===== src/rtl/shift_reg_univ.sv =====
// Universal WIDTH-bit shift register: hold, load, shift, rotate, clear and LFSR step,
// with registered complement, serial-out and zero-flag outputs.
module shift_reg_univ #(
    parameter int unsigned       WIDTH = 8,
    parameter logic [WIDTH-1:0]  TAPS  = 8'hB8,
    parameter logic [WIDTH-1:0]  SEED  = {{(WIDTH-1){1'b0}}, 1'b1}
) (
    input  logic             clk,
    input  logic             rst,
    input  logic             en,
    input  logic [2:0]       mode,
    input  logic [WIDTH-1:0] d,
    input  logic             si,
    output logic [WIDTH-1:0] q,
    output logic [WIDTH-1:0] qb,
    output logic             so,
    output logic             zero
);

    typedef enum logic [2:0] {
        MODE_HOLD  = 3'b000,
        MODE_SHR   = 3'b001,
        MODE_SHL   = 3'b010,
        MODE_LOAD  = 3'b011,
        MODE_ROR   = 3'b100,
        MODE_ROL   = 3'b101,
        MODE_LFSR  = 3'b110,
        MODE_CLEAR = 3'b111
    } mode_e;

    logic [WIDTH-1:0] q_q, q_d;
    logic [WIDTH-1:0] qb_q, qb_d;
    logic             so_q, so_d;
    logic             zero_q, zero_d;
    logic             lfsr_fb;

    assign lfsr_fb = ^(q_q & TAPS);

    always_comb begin
        // NOTE: every signal gets a default first so no path through the case leaves it unassigned (no latch).
        q_d = q_q;
        so_d = so_q;
        if (en) begin
            unique case (mode_e'(mode))
                MODE_HOLD: ;
                MODE_SHR: begin
                    q_d  = {si, q_q[WIDTH-1:1]};
                    so_d = q_q[0];
                end
                MODE_SHL: begin
                    q_d  = {q_q[WIDTH-2:0], si};
                    so_d = q_q[WIDTH-1];
                end
                MODE_LOAD: q_d = d;
                MODE_ROR: begin
                    q_d  = {q_q[0], q_q[WIDTH-1:1]};
                    so_d = q_q[0];
                end
                MODE_ROL: begin
                    q_d  = {q_q[WIDTH-2:0], q_q[WIDTH-1]};
                    so_d = q_q[WIDTH-1];
                end
                MODE_LFSR: begin
                    // An all-zero register would lock the LFSR; escape to SEED in one step.
                    q_d  = (q_q == '0) ? SEED : {q_q[WIDTH-2:0], lfsr_fb};
                    so_d = q_q[WIDTH-1];
                end
                MODE_CLEAR: begin
                    q_d  = '0;
                    so_d = 1'b0;
                end
                default: ;
            endcase
        end
        // Derived from the next q so they register on the same edge as q itself.
        qb_d   = ~q_d;
        zero_d = (q_d == '0);
    end

    always_ff @(posedge clk) begin
        // NOTE: sequential state uses non-blocking assignments so all flops update from pre-edge values.
        if (rst) begin
            q_q    <= '0;
            qb_q   <= '1;
            so_q   <= 1'b0;
            zero_q <= 1'b1;
        end else begin
            q_q    <= q_d;
            qb_q   <= qb_d;
            so_q   <= so_d;
            zero_q <= zero_d;
        end
    end

    assign q    = q_q;
    assign qb   = qb_q;
    assign so   = so_q;
    assign zero = zero_q;

endmodule


===== config.mk =====
export PLATFORM = sky130hd
export DESIGN_NAME = shift_reg_univ
export DESIGN_NICKNAME = d
export VERILOG_FILES = /design/src/rtl/shift_reg_univ.sv
export SDC_FILE = /design/constraint.sdc
export NUM_CORES = 1
export LEC_CHECK = 0
export CORE_MARGIN = 8
export CORE_UTILIZATION = 40
export DETAILED_ROUTE_END_ITERATION = 8
export PLACE_DENSITY_LB_ADDON = 0.12
export SYNTH_ARGS = -nofsm -noshare
export SYNTH_HDL_FRONTEND = slang
export SYNTH_SLANG_ARGS = --single-unit

===== constraint.sdc =====
create_clock -name clk -period 1.9 [get_ports clk]
set_input_delay 0.38 -clock clk [delete_from_list [all_inputs] [get_ports clk]]
set_output_delay 0.38 -clock clk [all_outputs]
set_load 0.02 [all_outputs]

==> impl_metrics.tcl, run 1 <==
set metrics [dict create \
    status "finished, final reports clean" \
    cts_hold_buf 0 \
    worstPathArrival_ps 2030 \
    num_vias 1183 \
    core_um2 2500 \
    whs_ps 528 \
    drtPass1Iterations 4 \
    hp-class "flop to flop" \
    fin_crit_ps 1830 \
    drive_gt1_share_pct 26.6 \
    start_util_pct 42.4 \
    drv_slew 0 \
    ant_nets 0 \
    path_class "input pin to flop" \
    fillCellCount 224 \
    nets 210 \
    ys.flop_type "dfxtp_1" \
    grt_remaining_overflow 0 \
    synth_cells 133 \
    crit_chain "clkdlybuf4s15_1, buf_6, buf_4, buf_4, a221oi_1, o211a_1, o2111ai_2, o31ai_2" \
    io_buffers 32 \
    p_leak_uw 0.000722 \
    max-cap-violations 0 \
    gp_congestion 0.915 \
    final_common_cell "buf_4" \
    final_util_pct 67.4 \
    place_area_um2 1580 \
    io_pins 33 \
    clk_latency_ps 280 \
    routed_wl_um 3470 \
    fin_area_um2 1680 \
    path_common_cell "buf_4" \
    dieArea_um2 4550 \
    syn_nets 149 \
    clock_sinks 18 \
    endpoint_kind "flop" \
    antenna_cells 0 \
    max_slew.worst_pin.slew_ps 362 \
    drcViolationCount 0 \
    finalSetupViolations 0 \
    dp_slack_ps -482 \
    syn_to_final_growth_pct 58.9 \
    first_iter_violations 60 \
    finalCritPeriodShare_pct 96.5 \
    ys_ff_latch 18 \
    wl_per_cell_um 15.6 \
    synth_cell_types 43 \
    grtUsageTotal_pct 15.5 \
    grt_max_degree 18 \
    avgSynthCellArea_um2 7.97 \
    clock_path_buffers 2 \
    grt_pass1_wl_um 5630 \
    hold_violations 0 \
    async_reset_ff_share_pct 0 \
    cts_tree "built" \
    relSlewSlack_pct 75.9 \
    seq_area_frac_synth_pct 34.0 \
    hold-path-cell-count 2 \
    root_buffer "clkbuf_4" \
    crit_buf_inv 4 \
    die_w_um 67.5 \
    cp_max_fo 14 \
    antenna_found_initial 0 \
    numCtsBuffers 3 \
    synth_edf_count 0 \
    ir_worst_vdd_mv 0.458 \
    cp_num_cells 8 \
    fp-row-count 18 \
    cpPeakStageDelay_ps 360 \
    most-common-layout-cells "buf_4, clkdlybuf4s50_1, dfxtp_1, inv_1, nor2_1" \
    setup_ws_ps 66.7 \
    pwr_density_cell_nw_per_um2 598 \
    via_per_inst 5.33 \
    slowest_stage "a221oi_1" \
    clkTransAtPathRegs_ps 90 \
    finalClockSkew_ps 2.38 \
    fmax_ghz 0.545 \
    grt_pass1_vias 1175 \
    required_ps 2100 \
    detailed_place_hpwl_um 2520 \
    ff2ff_path_depth 8 \
    syn_area_um2 1060 \
    fp.dieH_um 67.5 \
    htreeDepth 1 \
    ys_warn_count 0 \
    crit_family "compound AO/OA/AOI/OAI gates" \
    critPathLaunchType "input pin" \
]
[Yosys cell counts (2+ instances only)]
| master | number | area [um^2] |
|---|---|---|
| buf_2 | 5 | 25.0 |
| nor3_1 | 3 | 15.0 |
| o22ai_1 | 3 | 18.8 |
| a31oi_1 | 2 | 12.5 |
| nor2b_1 | 3 | 18.8 |
| nand3_1 | 4 | 20.0 |
| nand4_1 | 2 | 12.5 |
| inv_1 | 14 | 52.6 |
| nand2b_1 | 4 | 25.0 |
| o21ai_0 | 3 | 15.0 |
| o32ai_1 | 2 | 17.5 |
| nor2_1 | 13 | 48.8 |
| dfxtp_1 | 18 | 360 |
| nand2_1 | 10 | 37.5 |
| o31ai_1 | 3 | 22.5 |
| a21oi_1 | 7 | 35.0 |
| clkbuf_1 | 3 | 11.3 |
| a21boi_0 | 2 | 15.0 |
| xnor2_1 | 3 | 26.3 |
| nand3b_1 | 2 | 15.0 |
| or3_1 | 2 | 12.5 |
| mux2i_1 | 3 | 30.0 |
| o2111ai_1 | 2 | 17.5 |
[routing by layer]
metal | vias up | GRT usage, % | part of all wire [%]
met4 | 0 | 4.70 | 0.37
li1 | 591 | - | -
met2 | 30 | 25.7 | 49
met5 | - | 0 | 0
met1 | 560 | 19.8 | 45
met3 | 2 | 2.81 | 6.3
[worst min-delay path, delay by kind of cell (launching register included)]
kind | cells | cell delay (ps)
AO/OA/AOI/OAI | 2 | 170
flip-flops | 1 | 320
[repair_timing]
action,in CTS,in global routing
buffers inserted,1,4
gates resized for setup,6,12
endpoints found under the hold margin,0,0
endpoints found under the setup margin,6,3
pin swaps,3,4
[sequential cells by signal, summed over array words and instances (netlist names)]
| register | flops |
|---|---|
| qb | 8 |
| so | 1 |
| zero | 1 |
| q | 8 |
[worst paths after layout]
check / from / to / slack [ps]
max: mode[0] / zero / 70
min: so / so / 530
max reg2reg: q[5] / zero / 70
min reg2reg: so / so / 530
[final cells by class]
class | instances | area [um^2] | share of cell area, %
multi-input cells | 92 | 644 | 38.3
repair buffers | 65 | 564 | 33.5
flip-flops and latches | 18 | 363 | 21.5
inverters | 14 | 52.6 | 3.12
well taps | 30 | 37.5 | 2.23
clock buffers | 3 | 22.5 | 1.34
[where the power goes]
part / switching, uW / internal (uW)
sequential: 18.0 / 408
combinational: 197 / 209
clock: 101 / 73.4
total: 317 / 691
[per-stage QoR]
step / setup TNS [ps] / cells / power [uW]
global route: -83.4 / 222 / 1070
CTS: 0 / 218 / 992
detailed placement: -4650 / 214 / 809
global placement: -4630 / 214 / 807
floorplan: 0 / 133 / 627
finish: 0 / 222 / 1010
[kinds of logic (layout without fill, tap and decap cells)]
family / after synthesis / in the layout / synth area share [%]
AO/OA/AOI/OAI: 35 / 35 / 24.8
XOR/XNOR: 3 / 3 / 2.48
adder cells (fa/ha/maj): 1 / 1 / 1.18
buffers and inverters: 23 / 82 / 9.09
flip-flops: 18 / 18 / 34.0
multiplexers: 4 / 4 / 4.25
AND/OR/NAND/NOR: 49 / 49 / 24.2
No activity file was read; power rests on OpenSTA's default activity.
==> run 2: changes to the inputs <==
clock period = 2.3 ns   (was 1.9 ns; I/O delays follow)
==> run 2 against run 1 <==
Compared with the run above:
- total power decreased by 21%
- wire length shrank 6.6%
- setup slack improved by 46 ps
- critical path depth fell by 1
- clock skew about the same
- largest power group unchanged
- hold slack improved by 26 ps
- core utilization shrank 5.0 points
- via count decreased by 4.5%
- cell count decreased by 5.4%
- first-iteration DRC count is 40% higher
- largest cell class unchanged
- critical path type unchanged
- die area did not move
- combinational power fell by 30%
==> impl_metrics.tcl, run 2 (same netlist as run 1, synthesis figures left out) <==
set metrics [dict create \
    cts_tree "built" \
    fp-row-count 18 \
    antenna_cells 0 \
    rsz0062_at_grt "no" \
    reg2reg_from "q[5]" \
    gp_congestion 0.947 \
    finalClockSkew_ps 2.47 \
    critPathLaunchType "input pin" \
    core_um2 2500 \
    numCtsBuffers 3 \
    drtPass1Iterations 4 \
    endpoint_kind "flop" \
    cts_hold_buf 0 \
    ff2ff_path_depth 8 \
    required_ps 2510 \
    setup-tns-final_ps 0 \
    htreeDepth 1 \
    slowest_stage "clkdlybuf4s50_1" \
    finalNonFillerCells 210 \
    drcViolationCount 0 \
    grt_pass1_wl_um 5580 \
    p_leak_uw 0.000652 \
    regToRegEndpoint "zero" \
    syn_to_final_growth_pct 47.2 \
    clock_path_buffers 2 \
    root_buffer "clkbuf_4" \
    num_vias 1130 \
    worstSetupEndpoint "zero" \
    routed_wl_um 3240 \
    io_buffers 32 \
    finalCritPeriodShare_pct 95.1 \
    cp_num_cells 7 \
    drv_slew 0 \
    cp_max_fo 8 \
    clock_sinks 18 \
    io_pins 33 \
    die_w_um 67.5 \
    clk_latency_ps 290 \
    path_class "input pin to flop" \
    first_iter_violations 84 \
    hold_violations 0 \
    clkTransAtPathRegs_ps 90 \
    fmax_ghz 0.457 \
    ant_nets 0 \
    dieArea_um2 4550 \
    max_slew.worst_pin.slew_ps 445 \
    total_power_uw 799 \
    crit_buf_inv 1 \
    status "finished, final reports clean" \
    dp.cells 206 \
    worstPathArrival_ps 2400 \
    fp.dieH_um 67.5 \
    via_per_inst 5.38 \
    max-cap-violations 0 \
    finalSetupViolations 0 \
    hp-class "flop to flop" \
    final_common_cell "clkdlybuf4s50_1" \
    ir_worst_vdd_mv 0.461 \
    crit_family "compound AO/OA/AOI/OAI gates" \
    grt_remaining_overflow 0 \
    most-common-layout-cells "clkdlybuf4s50_1, buf_4, dfxtp_1, inv_1, nor2_1" \
    cp-startpoint "mode[2]" \
    cpPeakStageDelay_ps 540 \
    crit_chain "clkdlybuf4s50_1, and3b_1, a221o_1, a311oi_2, nand2b_1, o2111ai_1, o31ai_2" \
    wl_per_cell_um 15.4 \
    grt_pass1_vias 1185 \
    relSlewSlack_pct 70.2 \
    dp_slack_ps -214 \
    detailed_place_hpwl_um 2470 \
    nets 198 \
    antenna_found_initial 0 \
    start_util_pct 42.4 \
    setup_ws_ps 113 \
    fin_crit_ps 2190 \
    pwr_density_cell_nw_per_um2 512 \
    r2r_setup_slack_ps 350 \
    grtUsageTotal_pct 15.5 \
    final_util_pct 62.4 \
    drive_gt1_share_pct 16.1 \
    grt_max_degree 24 \
]
## run 2: report_power, final
part	total, uW	internal (uW)	switching [uW]
Combinational	284	149	136
Clock	150	60.8	89.5
Sequential	364	336	27.7
## run 2: metrics by stage
stage               cell area (um^2)  hold slack [ps]
floorplan                       1060              587
global placement                1520              519
detailed placement              1520              539
CTS                             1550              552
global route                    1560              607
finish                          1560              555
## run 2: what timing repair did
action	CTS	global route
buffers inserted	0	1
gates resized for setup	0	2
endpoints found under the setup margin	0	1
endpoints found under the hold margin	0	0
## run 2: worst min path at each step
stage | slack [ps] | startpoint | cells past startpoint | to
floorplan | 590 | so | 2 | so
global placement | 520 | so | 2 | so
detailed placement | 540 | so | 2 | so
CTS | 550 | so | 2 | so
global route | 610 | so | 2 | so
finish | 550 | so | 2 | so
## run 2: per-layer routing
metal	wire length (um)	share of wire, %	global-route usage [%]
met1	1420	44	19.0
met2	1550	48	25.9
met3	235	7.3	2.98
met4	36	1.1	6.27
met5	0	0	0
## run 2: cell type report
class / instances / area (um^2)
well taps: 30 / 37.5
fillers: 230 / 940
inverters: 14 / 52.6
clock buffers: 3 / 22.5
flip-flops and latches: 18 / 360
repair buffers: 53 / 484
multi-input cells: 92 / 603
## run 2: worst min-delay path, cell delays in order, from the launching register on
cell and delay (ps):
dfxtp_1 330, a21oi_1 120, a211oi_1 60
==> run 3: changes to the inputs <==
CELL_PAD_IN_SITES_DETAIL_PLACEMENT = 0   (was not set)
CELL_PAD_IN_SITES_GLOBAL_PLACEMENT = 1   (was not set)
CORE_UTILIZATION = 35   (was 40)
SLEW_MARGIN = 40   (was not set)
==> run 3 against run 2 <==
Compared with the run above:
- count of clock-buffer cells in the layout did not move
- critical path depth did not move
- die area rose by 11%
==> impl_metrics.tcl, run 3 (same netlist as run 1, synthesis figures left out) <==
set metrics [dict create \
    ant_nets 0 \
    endpoint_kind "flop" \
    dieArea_um2 5040 \
    antenna_found_initial 0 \
    die_w_um 71.0 \
    slowest_stage "clkdlybuf4s50_1" \
    dp.cells 207 \
    crit_chain "clkdlybuf4s50_1, and3b_1, a221o_1, a311oi_4, nand2b_4, o2111ai_1, o31ai_2" \
    clkTransAtPathRegs_ps 90 \
    io_buffers 32 \
    most-common-layout-cells "clkdlybuf4s50_1, buf_4, dfxtp_1, inv_1, nor2_1" \
    drv_slew 0 \
    grt_pass1_vias 1150 \
    crit_family "compound AO/OA/AOI/OAI gates" \
    drtPass1Iterations 4 \
    final_common_cell "clkdlybuf4s50_1" \
    detailed_place_hpwl_um 2430 \
    syn_to_final_growth_pct 47.9 \
    cts_tree "built" \
    status "finished, final reports clean" \
    fin_crit_ps 2210 \
    grt_pass1_wl_um 5530 \
    final_util_pct 52.6 \
    pwr-share-seq_pct 45.9 \
    pwr_density_cell_nw_per_um2 507 \
    hp-class "flop to flop" \
    finalClockSkew_ps 0.916 \
    gp_congestion 0.815 \
    clock_sinks 18 \
    drcViolationCount 0 \
    finalSetupViolations 0 \
    setup-tns-final_ps 0 \
    ir_worst_vdd_mv 0.342 \
    hold_violations 0 \
    total_power_uw 795 \
    root_buffer "clkbuf_4" \
    clk_latency_ps 270 \
    grt_max_degree 15 \
    required_ps 2490 \
    comb_power_share_pct 36.4 \
    start_util_pct 35.6 \
    fmax_ghz 0.453 \
    finalCritPeriodShare_pct 96.0 \
    grt_remaining_overflow 0 \
    core_um2 2980 \
    crit_buf_inv 1 \
    fp-row-count 20 \
    fillCellCount 295 \
    cts_hold_buf 0 \
    grtUsageTotal_pct 13.1 \
    clock_path_buffers 2 \
    cp_max_fo 7 \
    internal_power_uw 549 \
    path_class "input pin to flop" \
    power.share.clock_pct 17.7 \
    worstPathArrival_ps 2400 \
    switchingPower_uw 247 \
    nets 196 \
    numCtsBuffers 3 \
    io_pins 33 \
    p_sw_share_pct 31.0 \
    max-cap-violations 0 \
    p_leak_uw 0.000647 \
    finalNonFillerCells 211 \
    max_slew.worst_pin.slew_ps 397 \
    wl_per_cell_um 15.3 \
    num_vias 1097 \
    drive_gt1_share_pct 15.7 \
    routed_wl_um 3220 \
    critPathLaunchType "input pin" \
    first_iter_violations 70 \
    antenna_cells 0 \
    rsz0062_at_grt "no" \
    via_per_inst 5.20 \
    cpPeakStageDelay_ps 500 \
    relSlewSlack_pct 73.4 \
    htreeDepth 1 \
    fp.dieH_um 71.0 \
]
## run 3: changes by cell type in the layout (fill, tap and decap cells not counted)
cell / previous run / this run
a311oi_2: 1 / 0
a311oi_4: 0 / 1
buf_4: 20 / 18
nand2b_1: 4 / 3
nand2b_4: 0 / 1
## run 3: final timing paths
| check | start | to | slack [ps] | cells after the start |
|---|---|---|---|---|
| min | so | so | 540 | 2 |
| max reg2reg | q[5] | zero | 280 | 8 |
| max | mode[2] | zero | 90 | 7 |
| min reg2reg | so | so | 540 | 2 |
## run 3: layer usage
layer | track usage (%) | routed length [um] | vias to the layer above
met5 | 0 | 0 | -
met1 | 16.4 | 1520 | 506
li1 | - | - | 565
met4 | 4.16 | 13 | 0
met3 | 3.25 | 217 | 2
met2 | 21.3 | 1470 | 24
## run 3: per-stage QoR
stage | instance area [um^2] | hold slack [ps] | setup slack, ps
2_1_floorplan | 1060 | 587 | 427
3_3_place_gp | 1510 | 521 | -158
3_5_place_dp | 1510 | 522 | -196
4_1_cts | 1540 | 536 | 50.0
5_1_grt | 1570 | 565 | 16.3
6_report | 1570 | 539 | 91.0
## run 3: layout make-up
type / instances / area (um^2) / share of cell area, %
Sequential cell: 18 / 360 / 23.0
Timing Repair Buffer: 51 / 469 / 29.9
Tap cell: 33 / 41.3 / 2.63
Multi-Input combinational cell: 92 / 622 / 39.7
Clock buffer: 3 / 22.5 / 1.44
Inverter: 14 / 52.6 / 3.35
## run 3: what timing repair did
action / CTS / global route
gates resized for setup: 0 / 4
buffers inserted: 0 / 1
endpoints found under the hold margin: 0 / 0
endpoints found under the setup margin: 0 / 1
## run 3: power by group through the flow
| stage | clock network (uW) | registers (uW) | logic, uW |
|---|---|---|---|
| 2_1_floorplan | 0 | 393 | 125 |
| 3_3_place_gp | 0 | 372 | 279 |
| 3_5_place_dp | 0 | 372 | 280 |
| 4_1_cts | 153 | 365 | 283 |
| 5_1_grt | 162 | 370 | 317 |
| 6_report | 141 | 365 | 289 |
## run 3: worst reg2reg max path, stage by stage, from the launching register on
cell and delay [ps]:
dfxtp_1 500, inv_1 80, ha_1 290, xnor2_1 140
xnor2_1 140, a31oi_1 170, o211a_1 230, a21boi_0 140
o31ai_2 260
